$ cat src/rtl/alu_seq_pkg.sv
// Shared types and helpers for the sliced ALU sequencer: FSM state encoding,
// operation-select encoding and the initial carry-in rule.
package alu_seq_pkg;

    typedef enum logic [1:0] {
        ST_IDLE = 2'd0,
        ST_EXEC = 2'd1,
        ST_RESP = 2'd2
    } state_e;

    // Arithmetic-mode operation select. Bits [2:1] pick the second adder
    // operand (0, B, ~B, all-ones); the carry-in comes from initial_carry().
    typedef enum logic [2:0] {
        OP_PASS_A = 3'b000,  // A + 0
        OP_INC    = 3'b001,  // A + 0 + 1
        OP_ADD    = 3'b010,  // A + B
        OP_ADD1   = 3'b011,  // A + B + 1
        OP_SUBM1  = 3'b100,  // A + ~B       (A - B - 1)
        OP_SUB    = 3'b101,  // A + ~B + 1   (A - B)
        OP_DEC    = 3'b110,  // A + ones     (A - 1)
        OP_DEC_X  = 3'b111   // A + ones     (A - 1)
    } opsel_e;

    // Carry fed into the least-significant slice of an operation.
    function automatic logic initial_carry(input logic [2:0] opsel, input logic mode);
        logic cin;
        cin = 1'b0;
        if (!mode) begin
            case (opsel)
                OP_INC, OP_ADD1, OP_SUB: cin = 1'b1;
                default:                 cin = 1'b0;
            endcase
        end
        return cin;
    endfunction

endpackage

$ cat src/rtl/alu_slice_sequencer.sv
// Runs one DATA_W-wide ALU operation as NSLICE passes through an external
// SLICE_W-wide combinational ALU slice, least-significant slice first, with
// the slice carry-out chained into the next pass.
module alu_slice_sequencer
    import alu_seq_pkg::*;
#(
    parameter int DATA_W  = 128,
    parameter int SLICE_W = 32
) (
    input  logic               Clk,
    input  logic               Reset_n,
    // request side
    input  logic               ReqValid,
    output logic               ReqReady,
    input  logic [2:0]         ReqOpsel,
    input  logic               ReqMode,
    input  logic [DATA_W-1:0]  ReqA,
    input  logic [DATA_W-1:0]  ReqB,
    // shared slice interface
    output logic [2:0]         SliceOpsel,
    output logic               SliceMode,
    output logic               SliceCin,
    output logic [SLICE_W-1:0] SliceA,
    output logic [SLICE_W-1:0] SliceB,
    input  logic [SLICE_W-1:0] SliceResult,
    input  logic               SliceCout,
    // response side
    output logic               RspValid,
    input  logic               RspReady,
    output logic [DATA_W-1:0]  RspResult,
    output logic               RspCarry,
    output logic               Busy
);

    localparam int NSLICE = DATA_W / SLICE_W;
    localparam int IDX_W  = (NSLICE > 1) ? $clog2(NSLICE) : 1;
    localparam logic [IDX_W-1:0] LAST_IDX = IDX_W'(NSLICE - 1);

    state_e             state_q;
    logic [IDX_W-1:0]   idx_q;
    logic               carry_q;
    logic [2:0]         opsel_q;
    logic               mode_q;
    logic [DATA_W-1:0]  a_q;
    logic [DATA_W-1:0]  b_q;
    logic [DATA_W-1:0]  result_q;
    logic               rsp_carry_q;
    logic               rsp_valid_q;

    // Sequencer FSM: accept a request, step through the slices, hold the response.
    // NOTE: every register here uses <= so all state updates see the values from
    // before the edge; mixing in blocking assignments would make the slice
    // store and the index increment order-dependent.
    // NOTE: the operand and result registers are reset too, so the slice and
    // response buses read zero out of reset rather than X.
    always_ff @(posedge Clk or negedge Reset_n) begin
        if (!Reset_n) begin
            state_q     <= ST_IDLE;
            idx_q       <= '0;
            carry_q     <= 1'b0;
            opsel_q     <= '0;
            mode_q      <= 1'b0;
            a_q         <= '0;
            b_q         <= '0;
            result_q    <= '0;
            rsp_carry_q <= 1'b0;
            rsp_valid_q <= 1'b0;
        end else begin
            case (state_q)
                ST_IDLE: begin
                    if (ReqValid) begin
                        opsel_q <= ReqOpsel;
                        mode_q  <= ReqMode;
                        a_q     <= ReqA;
                        b_q     <= ReqB;
                        idx_q   <= '0;
                        carry_q <= initial_carry(ReqOpsel, ReqMode);
                        state_q <= ST_EXEC;
                    end
                end
                ST_EXEC: begin
                    result_q[idx_q*SLICE_W +: SLICE_W] <= SliceResult;
                    // Logic operations never propagate a carry between slices.
                    carry_q <= mode_q ? 1'b0 : SliceCout;
                    if (idx_q == LAST_IDX) begin
                        rsp_carry_q <= mode_q ? 1'b0 : SliceCout;
                        rsp_valid_q <= 1'b1;
                        idx_q       <= '0;
                        state_q     <= ST_RESP;
                    end else begin
                        idx_q <= idx_q + IDX_W'(1);
                    end
                end
                ST_RESP: begin
                    if (RspReady) begin
                        rsp_valid_q <= 1'b0;
                        state_q     <= ST_IDLE;
                    end
                end
                default: begin
                    state_q     <= ST_IDLE;
                    rsp_valid_q <= 1'b0;
                end
            endcase
        end
    end

    // Slice drive: current operand slices while executing, zero otherwise.
    // NOTE: defaults are assigned first so no path through this block leaves
    // an output unassigned, which would otherwise infer a latch.
    always_comb begin
        SliceOpsel = '0;
        SliceMode  = 1'b0;
        SliceCin   = 1'b0;
        SliceA     = '0;
        SliceB     = '0;
        if (state_q == ST_EXEC) begin
            SliceOpsel = opsel_q;
            SliceMode  = mode_q;
            SliceCin   = carry_q;
            SliceA     = a_q[idx_q*SLICE_W +: SLICE_W];
            SliceB     = b_q[idx_q*SLICE_W +: SLICE_W];
        end
    end

    assign ReqReady  = (state_q == ST_IDLE);
    assign Busy      = (state_q != ST_IDLE);
    assign RspValid  = rsp_valid_q;
    assign RspResult = result_q;
    assign RspCarry  = rsp_carry_q;

endmodule

$ cat config.mk
export PLATFORM = sky130hd
export DESIGN_NAME = alu_slice_sequencer
export DESIGN_NICKNAME = d
export VERILOG_FILES = /design/src/rtl/alu_seq_pkg.sv /design/src/rtl/alu_slice_sequencer.sv
export SDC_FILE = /design/constraint.sdc
export NUM_CORES = 1
export LEC_CHECK = 0
export CAP_MARGIN = 10
export CORE_AREA = 2 2 196 198
export CTS_CLUSTER_SIZE = 20
export DETAILED_ROUTE_END_ITERATION = 10
export DIE_AREA = 0 0 198 200
export PLACE_DENSITY = 0.8
export SLEW_MARGIN = 20
export SYNTH_ARGS = -nofsm -noshare
export SYNTH_HDL_FRONTEND = slang
export SYNTH_SLANG_ARGS = --single-unit
export TNS_END_PERCENT = 50
$ cat constraint.sdc
create_clock -name Clk -period 3.2 [get_ports Clk]
set_input_delay 0.64 -clock Clk [delete_from_list [all_inputs] [get_ports Clk]]
set_output_delay 0.64 -clock Clk [all_outputs]
set_load 0.02 [all_outputs]
==> run summary, run 1 <==
Status: completed
Grt met1 use: 33.3%
Met2 Use GR: 45.4%
Worst-case clock buffer depth: 3
Chip width: 198 um
Worst-path clk slew: 0.06 ns
Crit Path Max Fanout: 10
Synth Net Count: 2024
DRT antenna net count: 0
Compound-Gate Fraction of Synth Area: 5.51%
Cell variety after synth: 33
Adder-cell area share of the yosys netlist: 0.441%
#FFs+latches synth: 395
Asr flop ratio synth: 100%
Post-Synthesis Cells: 1721
Critical path capture point type: output port
Leakage: 11.7 nW
Final nets: 2502
Max-cap check violation count: 0
Largest net degree at the start of global routing: 87
Sink Count: 395
Pwr Density: 1070 nW/um^2
DRT iter0 DRCs: 958
Vias in the first global route: 14900
Sequential element share of the synthesized area: 58.0%
Total GRT Usage: 27.8%
Congestion Overflow GR: 0
Final Wtd Congestion: 0.982
GRT Max-Usage Layer: met2
Hold buffers post-CTS: 0
I/O pin count: 498
CP peak stage delay: 0.56 ns
Mux cell area share after synthesis: 8.46%
Simple-gate share of the synthesized area: 23.7%
Hpwl dp: 38200 um
Vias: 14400
Area grow syn2layout: 41.4%
Core Area: 37400 um^2
Peak VDD IR: 0.000605 V
Clock latency on the worst-skew pair: 0.57 ns
Mapped cell area: 17000 um^2
Max frequency: 325 MHz
Least-Margin Pin Slew: 0.629 ns
Via/cell ratio: 5.22
Fin crit period: 3.08 ns
TritonCTS clock tree: built
Initial antenna violation count: 11
Syn avg cell area: 9.90 um^2
Slowest CP cell: clkdlybuf4s50_1
XOR/XNOR share of the synthesized area: 0%
Fin. max-slew vios: 0
Fillers: 2847
Pwr Total: 25.7 mW
Crit share post-route: 96.3%
Setup_tns: 0 ns
Final hold viol count: 0
CP startpoint kind: flop
WS Path Type: flop to output port
Starting density of the core: 45.5%
Die H: 200 um
First-pass GRT wire length: 84000 um
H-tree levels: 2
Proportion of layout cells with a drive suffix above 1: 8.86%
Drt total wl: 55000 um
Largest family of logic cells by synthesized area: simple AND/OR/NAND/NOR gates
WL per Instance: 20.0 um
Skew final: 0.0258 ns
Crit-path cells: buf_12 > mux4_2 > and2_1 > clkdlybuf4s50_1
Reg2Reg Setup Slack: 0.60 ns
Main synth FF type: dfrtp_1
Arr. time, crit path: 2.44 ns
Synth warn: 0
Worst EP required: 2.56 ns
DRT Pass-1 Iters: 4
CTS buffer count: 44
Die Area: 39600 um^2
FP Rows: 71
Slew margin rel.: 58.1%
# port buffers: 497
Met3 usage: 8.52%
RSZ-0062 raised after global routing: no
Setup violations, final: 0
Root buf cell: clkbuf_16
Worst min-delay path class: primary input to asynchronous set/reset pin
EDFF count, synth: 0
Post-route DRC violation count: 0
## per-layer routing
| metal | wire (um) | part of all wire [%] |
|---|---|---|
| met5 | 13 | 0.024 |
| met4 | 2730 | 5.0 |
| met3 | 5290 | 9.6 |
| met2 | 26700 | 48 |
| met1 | 20300 | 37 |
## worst max-delay path, delay by kind of cell (launching register included)
family / cells / cell delay [ns]
flip-flops: 1 / 0.44
multiplexers: 1 / 0.53
AND/OR/NAND/NOR: 1 / 0.18
buffers and inverters: 2 / 0.73
## metrics by stage
step,hold WS (ns),instance area [um^2],worst slack [ns],util (%),instances
after CTS,0.0543,24000,0.00107,64.3,2746
after detailed placement,0.456,22500,0.196,60.2,2658
after floorplan,0.344,17000,1.03,-,1721
after global placement,0.452,22500,0.262,60.2,2658
after global routing,0.0829,24100,0.0560,64.4,2753
final,0.0528,24100,0.119,64.4,2756
## synth_stat cells, types with 4 or more instances
cell,instances,share of area (%)
ha_1,6,0.44
buf_1,9,0.20
o21ai_1,13,0.38
mux4_2,64,8.5
a22o_1,64,3.3
buf_2,51,1.5
dfrtp_1,395,58
and2_1,69,2.5
buf_4,4,0.18
nand2_1,914,20
inv_1,5,0.11
clkbuf_1,33,0.73
buf_6,15,0.99
o21ai_0,55,1.6
## where the power goes
group          switching, mW  leakage (nW)  total (mW)  internal (mW)
logic                   6.30          5.88        11.6           5.34
registers               1.51          5.06        8.85           7.33
clock network           2.11         0.729        5.18           3.07
total                   9.92          11.7        25.7           15.7
## cell type report
class	count	area, um^2	share of cell area [%]
Sequential cell	395	9890	41.1
Multi-Input combinational cell	1207	6520	27.1
Timing Repair Buffer	546	5510	22.9
Clock buffer	64	1300	5.39
Tap cell	511	639	2.65
Clock inverter	18	188	0.779
Antenna cell	10	25.0	0.104
Inverter	5	18.8	0.0779
## final timing paths
check	startpoint	endpoint	cells past startpoint
max	idx_q[0]$_DFFE_PN0P_	SliceB[19]	4
min	Reset_n	RspResult[110]$_DFFE_PN0P_	1
max reg2reg	idx_q[0]$_DFFE_PN0P_	RspResult[103]$_DFFE_PN0P_	9
min reg2reg	opsel_q[0]$_DFFE_PN0P_	opsel_q[0]$_DFFE_PN0P_	2
max in group asynchronous	Reset_n	RspResult[75]$_DFFE_PN0P_	2
min in group Clk	opsel_q[0]$_DFFE_PN0P_	opsel_q[0]$_DFFE_PN0P_	2
## cell usage in the layout (no fill, tap or decap), types with 13 or more instances in the layout
cell type / instances
clkbuf_16: 45
and2_1: 69
buf_4: 34
a22o_1: 64
nand2_1: 914
o21ai_0: 55
dlygate4sd2_1: 47
buf_12: 15
o21ai_1: 13
clkdlybuf4s50_1: 437
dfrtp_1: 393
mux4_2: 64
## flip-flops by register name, summed over array words and instances, names as in the netlist
name and flops:
carry_q 1, RspResult 128, RspValid 1, b_q 128
idx_q 2, opsel_q 3, state_q 2, mode_q 1
RspCarry 1, a_q 128
## what timing repair did
| item | 4_1_cts | 5_1_grt |
|---|---|---|
| setup endpoints to repair | 65 | 12 |
| gates resized for setup | 47 | 12 |
| buffers inserted | 6 | 0 |
## logic make-up after synthesis
group                      count (synthesis)
AOI/OAI and AO/OA                        137
DFF                                      395
and+or+nand+nor                         1000
adders and majority gates                  6
muxes                                     64
buffers and inverters                    119
(Power assumes the default switching activity.)
==> inputs of run 2 (changes only) <==
--- a/config.mk
+++ b/config.mk
@@ -5,12 +5,13 @@
 export SDC_FILE = /design/constraint.sdc
 export NUM_CORES = 1
 export LEC_CHECK = 0
+export ABC_AREA = 1
 export CAP_MARGIN = 10
-export CORE_AREA = 2 2 196 198
+export CORE_AREA = 2 2 194 196
 export CTS_CLUSTER_SIZE = 20
 export DETAILED_ROUTE_END_ITERATION = 10
-export DIE_AREA = 0 0 198 200
-export PLACE_DENSITY = 0.8
+export DIE_AREA = 0 0 196 198
+export PLACE_DENSITY = 0.84
 export SLEW_MARGIN = 20
 export SYNTH_ARGS = -nofsm -noshare
 export SYNTH_HDL_FRONTEND = slang
==> run 2 against run 1 <==
Final cell count grew 18%; total power up 3.6%; largest power group unchanged; routed wire length up 5.1%; clock power grew 7.5%; via count increased by 19%; worst hold slack got worse by 0.026 ns; sequential share of layout area shrank 1.4 points.
==> run summary, run 2 <==
Status: completed
Vias in the first global route: 17200 (+15%)
Most frequent cells in the layout: nand2_1, clkdlybuf4s50_1, dfrtp_1
Skew final: 0.00794 ns (-0.0178 ns)
CP startpoint kind: flop
Max-cap check violation count: 0 (unchanged)
#FFs+latches synth: 395 (unchanged)
Drt total wl: 57900 um (+5.1%)
Core Area: 37000 um^2 (-1.2%)
RSZ-0062 raised after global routing: yes
CP startpoint: state_q[1]$_DFFE_PN0P_
CTS buffer count: 43 (-2.3%)
Area grow syn2layout: 40.2%
WS Path Type: flop to output port
Setup violations, final: 0 (unchanged)
Worst-path clk slew: 0.06 ns (about the same)
Post-route DRC violation count: 0 (unchanged)
Placed cells: 3176 (+19%)
FP Rows: 71 (unchanged)
Final Wtd Congestion: 0.958 (-2.5%)
Die H: 198 um (-1.0%)
Cell family with most CP delay: buffers and inverters
Sw frac: 41.2% (+2.6 points)
Leakage: 12.6 nW (+8.4%)
Fin. max-slew vios: 0 (unchanged)
Cell variety after synth: 16 (-52%)
Starting density of the core: 48.2% (+2.6 points)
Chip width: 196 um (-1.0%)
Int Power: 15.6 mW (-0.73%)
Synth Net Count: 2604 (+29%)
Sink Count: 395 (unchanged)
Congestion Overflow GR: 0 (unchanged)
Via/cell ratio: 5.25 (+0.47%)
DRT Pass-1 Iters: 7 (+3)
Final hold viol count: 0 (unchanged)
Switching power: 11.0 mW (+10%)
Proportion of layout cells with a drive suffix above 1: 4.46% (-4.4 points)
Worst flop-to-flop path startpoint: idx_q[1]$_DFFE_PN0P_
Setup Fix Bufs, Post-CTS: 0 (-6)
DP Worst Slack: 0.507 ns (+0.310 ns)
Fillers: 2874 (+0.95%)
Synth warn: 0 (unchanged)
Arr. time, crit path: 2.48 ns (+0.04 ns)
Clock latency on the worst-skew pair: 0.55 ns (-0.02 ns)
Mapped cell area: 17800 um^2 (+4.5%)
I/O pin count: 498 (unchanged)
Synth top area cells: dfrtp_1, nand2_1, inv_1
Most common cell after layout, fill and taps aside: nand2_1
DRT iter0 DRCs: 1350 (+41%)
Worst min-delay path class: primary input to asynchronous set/reset pin
Syn avg cell area: 7.74 um^2 (-22%)
Final setup margin: 0.0770 ns (-0.0423 ns)
Slew margin rel.: 26.6% (-32 points)
Post-Synthesis Cells: 2301 (+34%)
Largest net degree at the start of global routing: 93 (+6.9%)
DRT antenna net count: 0 (unchanged)
First-pass GRT wire length: 90400 um (+7.6%)
Least-Margin Pin Slew: 1.09 ns (+0.466 ns)
Initial antenna violation count: 10 (-1)
Critical path capture point type: output port
WP buf/inv: 3 (+1)
Layout Cells excl Fill: 3263 (+18%)
Post-synth top area cell: dfrtp_1
Fin crit period: 3.12 ns (+0.0423 ns)
EDFF count, synth: 0 (unchanged)
Most common cell in the netlist: nand2_1
# port buffers: 497 (unchanged)
Comb pwr share: 48.5% (+3.2 points)
TritonCTS clock tree: built
Seq pwr share: 30.5% (-4.0 points)
Crit Path Max Fanout: 39 (+29)
Pwr Density: 1070 nW/um^2 (about the same)
Clock Power Share: 20.9% (+0.7 points)
Max frequency: 320 MHz (-1.4%)
Asr flop ratio synth: 100% (unchanged)
Die Area: 38800 um^2 (-2.0%)
Peak VDD IR: 0.000639 V (+5.6%)
Top-area cell type share of the netlist area: 55.5% (-2.5 points)
WL per Instance: 17.7 um (-11%)
Post-synth top cells: nand2_1, dfrtp_1, inv_1
Total GRT Usage: 29.5% (+1.7 points)
Sequential element share of the synthesized area: 55.5% (-2.5 points)
H-tree levels: 2 (unchanged)
Worst EP required: 2.56 ns (about the same)
Main synth FF type: dfrtp_1
Final Util: 67.5% (+3.1 points)
Crit share post-route: 97.6% (+1.3 points)
Hpwl dp: 39400 um (+3.0%)
Final nets: 3050 (+22%)
CP peak stage delay: 0.64 ns (+0.08 ns)
Hold buffers post-CTS: 0 (unchanged)
Crit-path cells: inv_1 > nand2_8 > buf_12 > a21oi_1 > clkdlybuf4s50_1
Root buf cell: clkbuf_16
Worst hold slack: 0.0271 ns (-0.0257 ns)
Worst-case clock buffer depth: 3 (unchanged)
Slowest CP cell: clkdlybuf4s50_1
Vias: 17100 (+19%)
## run 2: cell types whose count changed after synthesis, sizes merged, moves of 34 or more
| cell | before | now |
|---|---|---|
| a22o | 64 | 0 |
| a21oi | 1 | 64 |
| o21ai | 68 | 266 |
| and2 | 69 | 0 |
| nand3 | 2 | 135 |
| nand2 | 914 | 948 |
| inv | 5 | 304 |
| nor2 | 1 | 45 |
| mux4 | 64 | 0 |
## run 2: stage by stage
| step | power [mW] | TNS (ns) | cell area [um^2] |
|---|---|---|---|
| final | 26.6 | 0 | 25000 |
| after global routing | 28.2 | -0.0204 | 24900 |
| after CTS | 26.6 | 0 | 24900 |
| after detailed placement | 20.8 | 0 | 23300 |
| after global placement | 20.5 | 0 | 23300 |
| after floorplan | 15.4 | 0 | 17800 |
## run 2: final timing paths
kind	slack, ns	cells past startpoint	to
setup reg to reg	0.42	8	RspResult[46]$_DFFE_PN0P_
hold reg to reg	0.48	2	RspResult[65]$_DFFE_PN0P_
min in group Clk	0.48	2	RspResult[65]$_DFFE_PN0P_
hold / removal	0.03	1	RspResult[4]$_DFFE_PN0P_
setup / recovery	0.08	5	SliceB[29]
max in group asynchronous	2.38	2	RspResult[28]$_DFFE_PN0P_
## run 2: cell type report
type / count / area, um^2 / share of cell area (%)
sequential: 395 / 9890 / 39.6
multi-input combinational: 1465 / 6170 / 24.7
timing repair buffer: 538 / 5540 / 22.2
clock buffer: 60 / 1240 / 4.98
inverter: 304 / 1160 / 4.63
tap: 474 / 593 / 2.38
clock inverter: 18 / 344 / 1.38
antenna: 9 / 22.5 / 0.0903
## run 2: power by group through the flow
stage	sequential (mW)	clock, mW	combinational (mW)
floorplan	8.73	0	6.72
global placement	8.04	0	12.4
detailed placement	8.14	0	12.7
CTS	8.10	5.61	12.9
global route	8.32	5.85	14.0
finish	8.12	5.57	12.9
## run 2: worst register-to-register path: stages, from the launching register on
cell and delay (ns):
dfrtp_2 0.47, inv_2 0.11, buf_4 0.29, ha_1 0.23
clkinv_1 0.84, nand2_1 0.47, nor2_1 0.12, nand2_1 0.10
nand2_1 0.06
## run 2: kinds of logic (layout without fill, tap and decap cells)
| family | after synthesis | after routing | synth area share [%] |
|---|---|---|---|
| and+or+nand+nor | 1128 | 1128 | 24.8 |
| AOI/OAI and AO/OA | 331 | 331 | 9.31 |
| DFF | 395 | 395 | 55.5 |
| other | 0 | 9 | 0 |
| adders and majority gates | 6 | 6 | 0.422 |
| buffers and inverters | 441 | 920 | 9.94 |
## run 2: per-layer routing
metal	global-route usage [%]	vias up	routed length, um
met3	4.84	221	4970
met4	17.1	2	3620
met5	0	-	13
met1	37.9	7975	22200
met2	47.7	991	27000
li1	-	7931	-
## run 2: repair_timing
item	in CTS	in global routing
pin swaps	0	0
resized for setup	4	26
setup endpoints to repair	6	38
